===== src/rtl/jt89_pkg.sv =====
// Shared constants and types for the JT89 CPU write port.
// Latency: n/a (definitions only).
// Backpressure: n/a (definitions only).
package jt89_pkg;

  // Field positions inside a latch byte: {1, ch[1:0], type, data[3:0]}
  localparam int LATCH_BIT = 7;
  localparam int CH_MSB    = 6;
  localparam int CH_LSB    = 5;
  localparam int TYPE_BIT  = 4;

  // Attenuation value that mutes a channel
  localparam logic [3:0] VOL_SILENT = 4'hF;

  // Register type selector: 1 = attenuation, 0 = tone period / noise control
  localparam logic       TYPE_VOL = 1'b1;

  // Channel 3 is the noise channel; its "tone" slot holds the noise control
  localparam logic [1:0] CH_NOISE = 2'd3;

  typedef enum logic {
    ST_IDLE = 1'b0,
    ST_BUSY = 1'b1
  } wr_state_e;

  // Currently addressed register
  typedef struct packed {
    logic [1:0] ch;
    logic       typ;
  } latch_t;

  // Latch bytes replace the low nibble of a period, data bytes the upper six bits
  function automatic logic [9:0] tone_upd(input logic [9:0] cur,
                                          input logic       is_latch,
                                          input logic [7:0] d);
    if (is_latch) return {cur[9:4], d[3:0]};
    else          return {d[5:0], cur[3:0]};
  endfunction

endpackage


===== src/rtl/jt89_busy_cnt.sv =====
// Down-counter with synchronous load and a zero flag, advanced only when enabled.
// Latency: load/decrement visible 1 clk after the edge; zero flag is combinational from the count.
// Backpressure: none; it saturates at zero instead of wrapping.
module jt89_busy_cnt #(
  parameter int CW = 6
) (
  input  logic          clk,
  input  logic          rst,
  input  logic          en_i,
  input  logic          load_i,
  input  logic [CW-1:0] load_val_i,
  output logic          zero_o
);

  logic [CW-1:0] cnt_q;
  logic [CW-1:0] cnt_d;

  // Load wins over counting; counting stops at zero
  always_comb begin
    cnt_d = cnt_q;
    if (load_i)                    cnt_d = load_val_i;
    else if (en_i && cnt_q != '0)  cnt_d = cnt_q - 1'b1;
  end

  // Count register
  always_ff @(posedge clk) begin
    if (rst) cnt_q <= '0;
    else     cnt_q <= cnt_d;
  end

  assign zero_o = (cnt_q == '0);

endmodule


===== src/rtl/jt89_wr_ctrl.sv =====
// SN76489 CPU write port: latch/data byte decode into tone/volume/noise registers plus READY.
// Latency: register outputs and noise_rst change 1 clk after the write event; ready drops the same clk.
// Backpressure: ready stays low for READY_CYC clk_en ticks; writes arriving while low are dropped.
module jt89_wr_ctrl
  import jt89_pkg::*;
#(
  parameter int READY_CYC = 32,
  parameter int CW        = 6
) (
  input  logic       clk,
  input  logic       rst,
  input  logic       clk_en,
  input  logic       cs_n,
  input  logic       wr_n,
  input  logic [7:0] din,
  output logic       ready,
  output logic [9:0] tone0,
  output logic [9:0] tone1,
  output logic [9:0] tone2,
  output logic [3:0] vol0,
  output logic [3:0] vol1,
  output logic [3:0] vol2,
  output logic [3:0] vol3,
  output logic [2:0] ctrl3,
  output logic       noise_rst
);

  wr_state_e  state_q, state_d;
  logic       we, we_q, wr_evt, accept;
  logic       cnt_load, cnt_zero;
  latch_t     latch_q, latch_d, sel;
  logic [9:0] tone0_q, tone0_d, tone1_q, tone1_d, tone2_q, tone2_d;
  logic [3:0] vol0_q, vol0_d, vol1_q, vol1_d, vol2_q, vol2_d, vol3_q, vol3_d;
  logic [2:0] ctrl3_q, ctrl3_d;
  logic       noise_rst_q, noise_rst_d;

  // A held strobe must yield a single event, so detect its rising edge
  assign we     = ~cs_n & ~wr_n;
  assign wr_evt = we & ~we_q;
  assign accept = wr_evt & (state_q == ST_IDLE);

  // Strobe history for edge detection
  always_ff @(posedge clk) begin
    if (rst) we_q <= 1'b0;
    else     we_q <= we;
  end

  // Busy timer: counts clk_en ticks only while busy
  jt89_busy_cnt #(
    .CW(CW)
  ) u_busy_cnt (
    .clk       (clk),
    .rst       (rst),
    .en_i      (clk_en & (state_q == ST_BUSY)),
    .load_i    (cnt_load),
    .load_val_i(CW'(READY_CYC - 1)),
    .zero_o    (cnt_zero)
  );

  // Handshake state register
  always_ff @(posedge clk) begin
    if (rst) state_q <= ST_IDLE;
    else     state_q <= state_d;
  end

  // Idle accepts one write and arms the timer; busy leaves on the tick that finds the count at zero
  always_comb begin
    state_d  = state_q;
    cnt_load = 1'b0;
    case (state_q)
      ST_IDLE: begin
        if (wr_evt) begin
          state_d  = ST_BUSY;
          cnt_load = 1'b1;
        end
      end
      ST_BUSY: begin
        if (clk_en && cnt_zero) state_d = ST_IDLE;
      end
      default: state_d = ST_IDLE;
    endcase
  end

  // Byte decode: a latch byte retargets and writes; a data byte writes the latched target
  always_comb begin
    latch_d     = latch_q;
    sel         = latch_q;
    tone0_d     = tone0_q;
    tone1_d     = tone1_q;
    tone2_d     = tone2_q;
    vol0_d      = vol0_q;
    vol1_d      = vol1_q;
    vol2_d      = vol2_q;
    vol3_d      = vol3_q;
    ctrl3_d     = ctrl3_q;
    noise_rst_d = 1'b0;
    if (accept) begin
      if (din[LATCH_BIT]) begin
        sel.ch  = din[CH_MSB:CH_LSB];
        sel.typ = din[TYPE_BIT];
        latch_d = sel;
      end
      if (sel.typ == TYPE_VOL) begin
        case (sel.ch)
          2'd0: vol0_d = din[3:0];
          2'd1: vol1_d = din[3:0];
          2'd2: vol2_d = din[3:0];
          2'd3: vol3_d = din[3:0];
        endcase
      end else begin
        case (sel.ch)
          2'd0: tone0_d = tone_upd(tone0_q, din[LATCH_BIT], din);
          2'd1: tone1_d = tone_upd(tone1_q, din[LATCH_BIT], din);
          2'd2: tone2_d = tone_upd(tone2_q, din[LATCH_BIT], din);
          CH_NOISE: begin
            ctrl3_d     = din[2:0];
            noise_rst_d = 1'b1;
          end
        endcase
      end
    end
  end

  // Register file, latch and the noise LFSR reset pulse
  always_ff @(posedge clk) begin
    if (rst) begin
      latch_q     <= '0;
      tone0_q     <= '0;
      tone1_q     <= '0;
      tone2_q     <= '0;
      vol0_q      <= VOL_SILENT;
      vol1_q      <= VOL_SILENT;
      vol2_q      <= VOL_SILENT;
      vol3_q      <= VOL_SILENT;
      ctrl3_q     <= '0;
      noise_rst_q <= 1'b0;
    end else begin
      latch_q     <= latch_d;
      tone0_q     <= tone0_d;
      tone1_q     <= tone1_d;
      tone2_q     <= tone2_d;
      vol0_q      <= vol0_d;
      vol1_q      <= vol1_d;
      vol2_q      <= vol2_d;
      vol3_q      <= vol3_d;
      ctrl3_q     <= ctrl3_d;
      noise_rst_q <= noise_rst_d;
    end
  end

  assign ready     = (state_q == ST_IDLE);
  assign tone0     = tone0_q;
  assign tone1     = tone1_q;
  assign tone2     = tone2_q;
  assign vol0      = vol0_q;
  assign vol1      = vol1_q;
  assign vol2      = vol2_q;
  assign vol3      = vol3_q;
  assign ctrl3     = ctrl3_q;
  assign noise_rst = noise_rst_q;

endmodule


===== config.mk =====
export PLATFORM = sky130hd
export DESIGN_NAME = jt89_wr_ctrl
export DESIGN_NICKNAME = d
export VERILOG_FILES = /design/src/rtl/jt89_pkg.sv /design/src/rtl/jt89_busy_cnt.sv /design/src/rtl/jt89_wr_ctrl.sv
export SDC_FILE = /design/constraint.sdc
export NUM_CORES = 1
export LEC_CHECK = 0
export BUFFER_PORTS_ARGS = -buffer_cell sky130_fd_sc_hd__buf_2
export CAP_MARGIN = 10
export CORE_MARGIN = 5
export CORE_UTILIZATION = 52
export DETAILED_ROUTE_END_ITERATION = 10
export MAX_ROUTING_LAYER = met4
export PLACE_DENSITY = 0.85
export SLEW_MARGIN = 10
export SYNTH_ARGS = -nofsm -noshare
export SYNTH_HDL_FRONTEND = slang
export SYNTH_SLANG_ARGS = --single-unit

===== constraint.sdc =====
create_clock -name clk -period 2.65 [get_ports clk]
set_input_delay 0.53 -clock clk [delete_from_list [all_inputs] [get_ports clk]]
set_output_delay 0.53 -clock clk [all_outputs]
set_load 0.02 [all_outputs]

==> metrics.md <==
| Metric | Value |
|---|---|
| Kind of critical path | flip-flop to flip-flop |
| Leak pwr | around 0.0014 uW |
| Met3 usage | 0.0721 |
| Outcome | finished clean |
| FFs w/ async S/R, synth | 0 |
| Count leader, synth | dfxtp_1 |
| Yosys top cell area share | 0.502 |
| Routability cong. | 0.837 |
| Fin crit share | 0.777 |
| Routing usage on met2 | 0.322 |
| Post-route antenna net violation count | 0 |
| Root Driver | clkbuf_8 |
| ANT cells | 0 |
| Post-Syn Nets | approximately 260 |
| Cell Rows | 24 |
| Die Area | 0.00615 mm^2 |
| Post-cts resize count | 0 |
| Worst setup EP type | flip-flop |
| Largest net degree at the start of global routing | between 40 and 50 |
| GRT busiest layer | met2 |
| Top area cells in the synthesized netlist | dfxtp_1 50%, mux2i_1 14%, nor2_1 6.3% |
| R2R cell count | 4 |
| Post-Syn Instances | about 240 |
| Initial antenna violation count | 0 |
| CTS Buffer Depth | 2 |
| WL final | 5640 um |
| Initial core utilization | 0.548 |
| Min Clock Period, post-route | 2.06 ns |
| Worst-Skew Late Latency | around 0.33 ns |
| CTS Buf Count | 9 |
| Drt pass-1 iters | 4 |
| Max Freq | ~490 MHz |
| Core box area | approximately 0.0044 mm^2 |
| RSZ-0062 raised after global routing | false |
| Setup skew after layout | 0.0125 ns |
| Sequential share of the synthesized area | 0.502 |
| Post-synthesis cell type count | 33 |
| Global-route wire length before repair | 9390 um |
| Synth cell count leaders | 61 x dfxtp_1, 41 x nor2_1, 34 x mux2i_1 |
| Synth warnings | 0 |
| Port buffer count | 63 |
| Synth Flop Type | dfxtp_1 |
| Hold-fix buffers, CTS | 0 |
| Share of layout cells above drive strength 1 | 0.282 |
| Die Span X | 78.4 um |
| WP data required | about 2.9 ns |
| Cell Pwr Density | about 650 mW/mm^2 |
| Min Hold Slack | 0.400 ns |
| VDD IR max | between 0.3 and 0.4 mV |
| Io pins | between 60 and 70 |
| # DRC | 0 |
| Hold Crit Class | primary input to flip-flop |
| HPWL Detailed | slightly below 4000 um |
| Syn Area/Cell | between 9 and 10 um^2 |
| Synth Register Bits | between 60 and 70 |
| CP Launch Type | flip-flop |
| Critical path fanouts, max | 7 |
| Synthesized area | about 0.0024 mm^2 |
| Vias in the first global route | 2025 |
| Clock transition at the registers of the reported paths | about 0.06 ns |
| M1 GR Usage | 0.236 |
| Fin. max-slew vios | 0 |
| Drt wl/cell | about 16 um |
| Final setup viols | 0 |
| Global route total overflow | 0 |
| Worst-margin pin slew | 0.693 ns |
| Via count | around 2000 |
| Max-cap check violation count | 0 |
| All-Layer GR Usage | 0.201 |
| Post-synth top area cell | dfxtp_1 |
| CTS tree | done |
| DIE HEIGHT | 78.4 um |
| Drt via density | approximately 5.5 |
| Setup TNS | 0 ns |
| H-tree levels | 3 |
| Synth-to-layout area growth | 21.5% |
| Drt first-iter violations | 86 |
| Clock tree sinks | approximately 60 |
| Worst hold path stage count | 2 |
| Crit path DAT | between 2 and 2.5 ns |
| Layout Nets | 320 |
| Slew HR | 0.538 |
| Final Hold Vio Count | 0 |
| Post-synth EDFFs | 0 |
| Buffer count from post-CTS setup fixing | 0 |
[state kept, by name, summed over array words and instances (netlist names)]
register	count
tone2	10
ctrl3	3
tone1	10
vol1	4
state_q	1
latch_q	3
vol3	4
tone0	10
noise_rst	1
vol0	4
u_busy_cnt.cnt_q	6
we_q	1
vol2	4
[path summary, 6_finish.rpt]
path / endpoint / from / slack [ns]
worst min-delay path: we_q$_SDFF_PP0_ / wr_n / 0.40
worst min register to register: vol0[1]$_SDFFE_PP1P_ / vol0[1]$_SDFFE_PP1P_ / 0.46
worst max register to register: tone2[5]$_SDFFE_PP0P_ / state_q$_SDFF_PP0_ / 0.59
worst max-delay path: tone2[5]$_SDFFE_PP0P_ / state_q$_SDFF_PP0_ / 0.59
[where the power goes]
group,internal [uW],total (uW),switching [uW]
registers,937,952,14.9
clock network,453,798,345
logic,55.3,158,103
[per-stage QoR]
| stage | worst slack, ns | std cells | util | cell area, um^2 | power [uW] |
|---|---|---|---|---|---|
| 6_report | 0.591 | 361 | 0.666 | 2960 | 1910 |
| 2_1_floorplan | 0.684 | 244 | - | 2430 | 1080 |
| 5_1_grt | 0.507 | 361 | 0.666 | 2960 | 2000 |
| 4_1_cts | 0.592 | 361 | 0.666 | 2960 | 1920 |
| 3_5_place_dp | 0.356 | 346 | 0.623 | 2770 | 1130 |
| 3_3_place_gp | 0.405 | 346 | 0.623 | 2770 | 1120 |
[metal layers]
metal	wire length, um	part of all wire
met1	2480	0.44
met2	2840	0.50
met3	265	0.047
met4	57	0.010
met5	0	0
[cell type report]
class	instances	area [um^2]
Fill cell	348	1490
Sequential cell	61	1220
Multi-Input combinational cell	160	1120
Timing Repair Buffer	66	338
Clock buffer	11	141
Tap cell	52	65.1
Clock inverter	4	48.8
Inverter	7	26.3
[cells by family (layout without fill, tap and decap cells)]
family                     after synthesis  after routing  synth area share
AOI/OAI and AO/OA                       35             35             0.123
xor gates and xnor gates                 1              1           0.00360
adders and majority gates                2              2            0.0103
buffers and inverters                   23             88            0.0391
DFF                                     61             61             0.502
muxes                                   35             35             0.144
and+or+nand+nor                         87             87             0.177
[cells in the final DEF (no fill, tap or decap), types with 2 or more instances in the layout]
cell type / netlist / final
nor3_1: 6 / 6
clkbuf_8: 0 / 10
clkinv_2: 0 / 2
a211oi_4: 2 / 2
nor3b_1: 2 / 2
buf_4: 2 / 3
a211o_1: 16 / 16
nor2b_1: 14 / 14
a211oi_1: 5 / 5
nand2_1: 4 / 4
or3_1: 2 / 2
a21oi_1: 6 / 6
nand3b_1: 2 / 2
inv_1: 7 / 7
nor2_1: 41 / 41
dfxtp_1: 61 / 61
nand3_1: 10 / 10
ha_1: 2 / 2
mux2i_1: 34 / 34
buf_2: 1 / 63
[critical path: stages (launching register included)]
cell	delay, ns
dfxtp_1	0.36
or4_1	0.74
or3_1	0.58
mux2i_1	0.22
nor2_1	0.06
(Power assumes the default switching activity.)
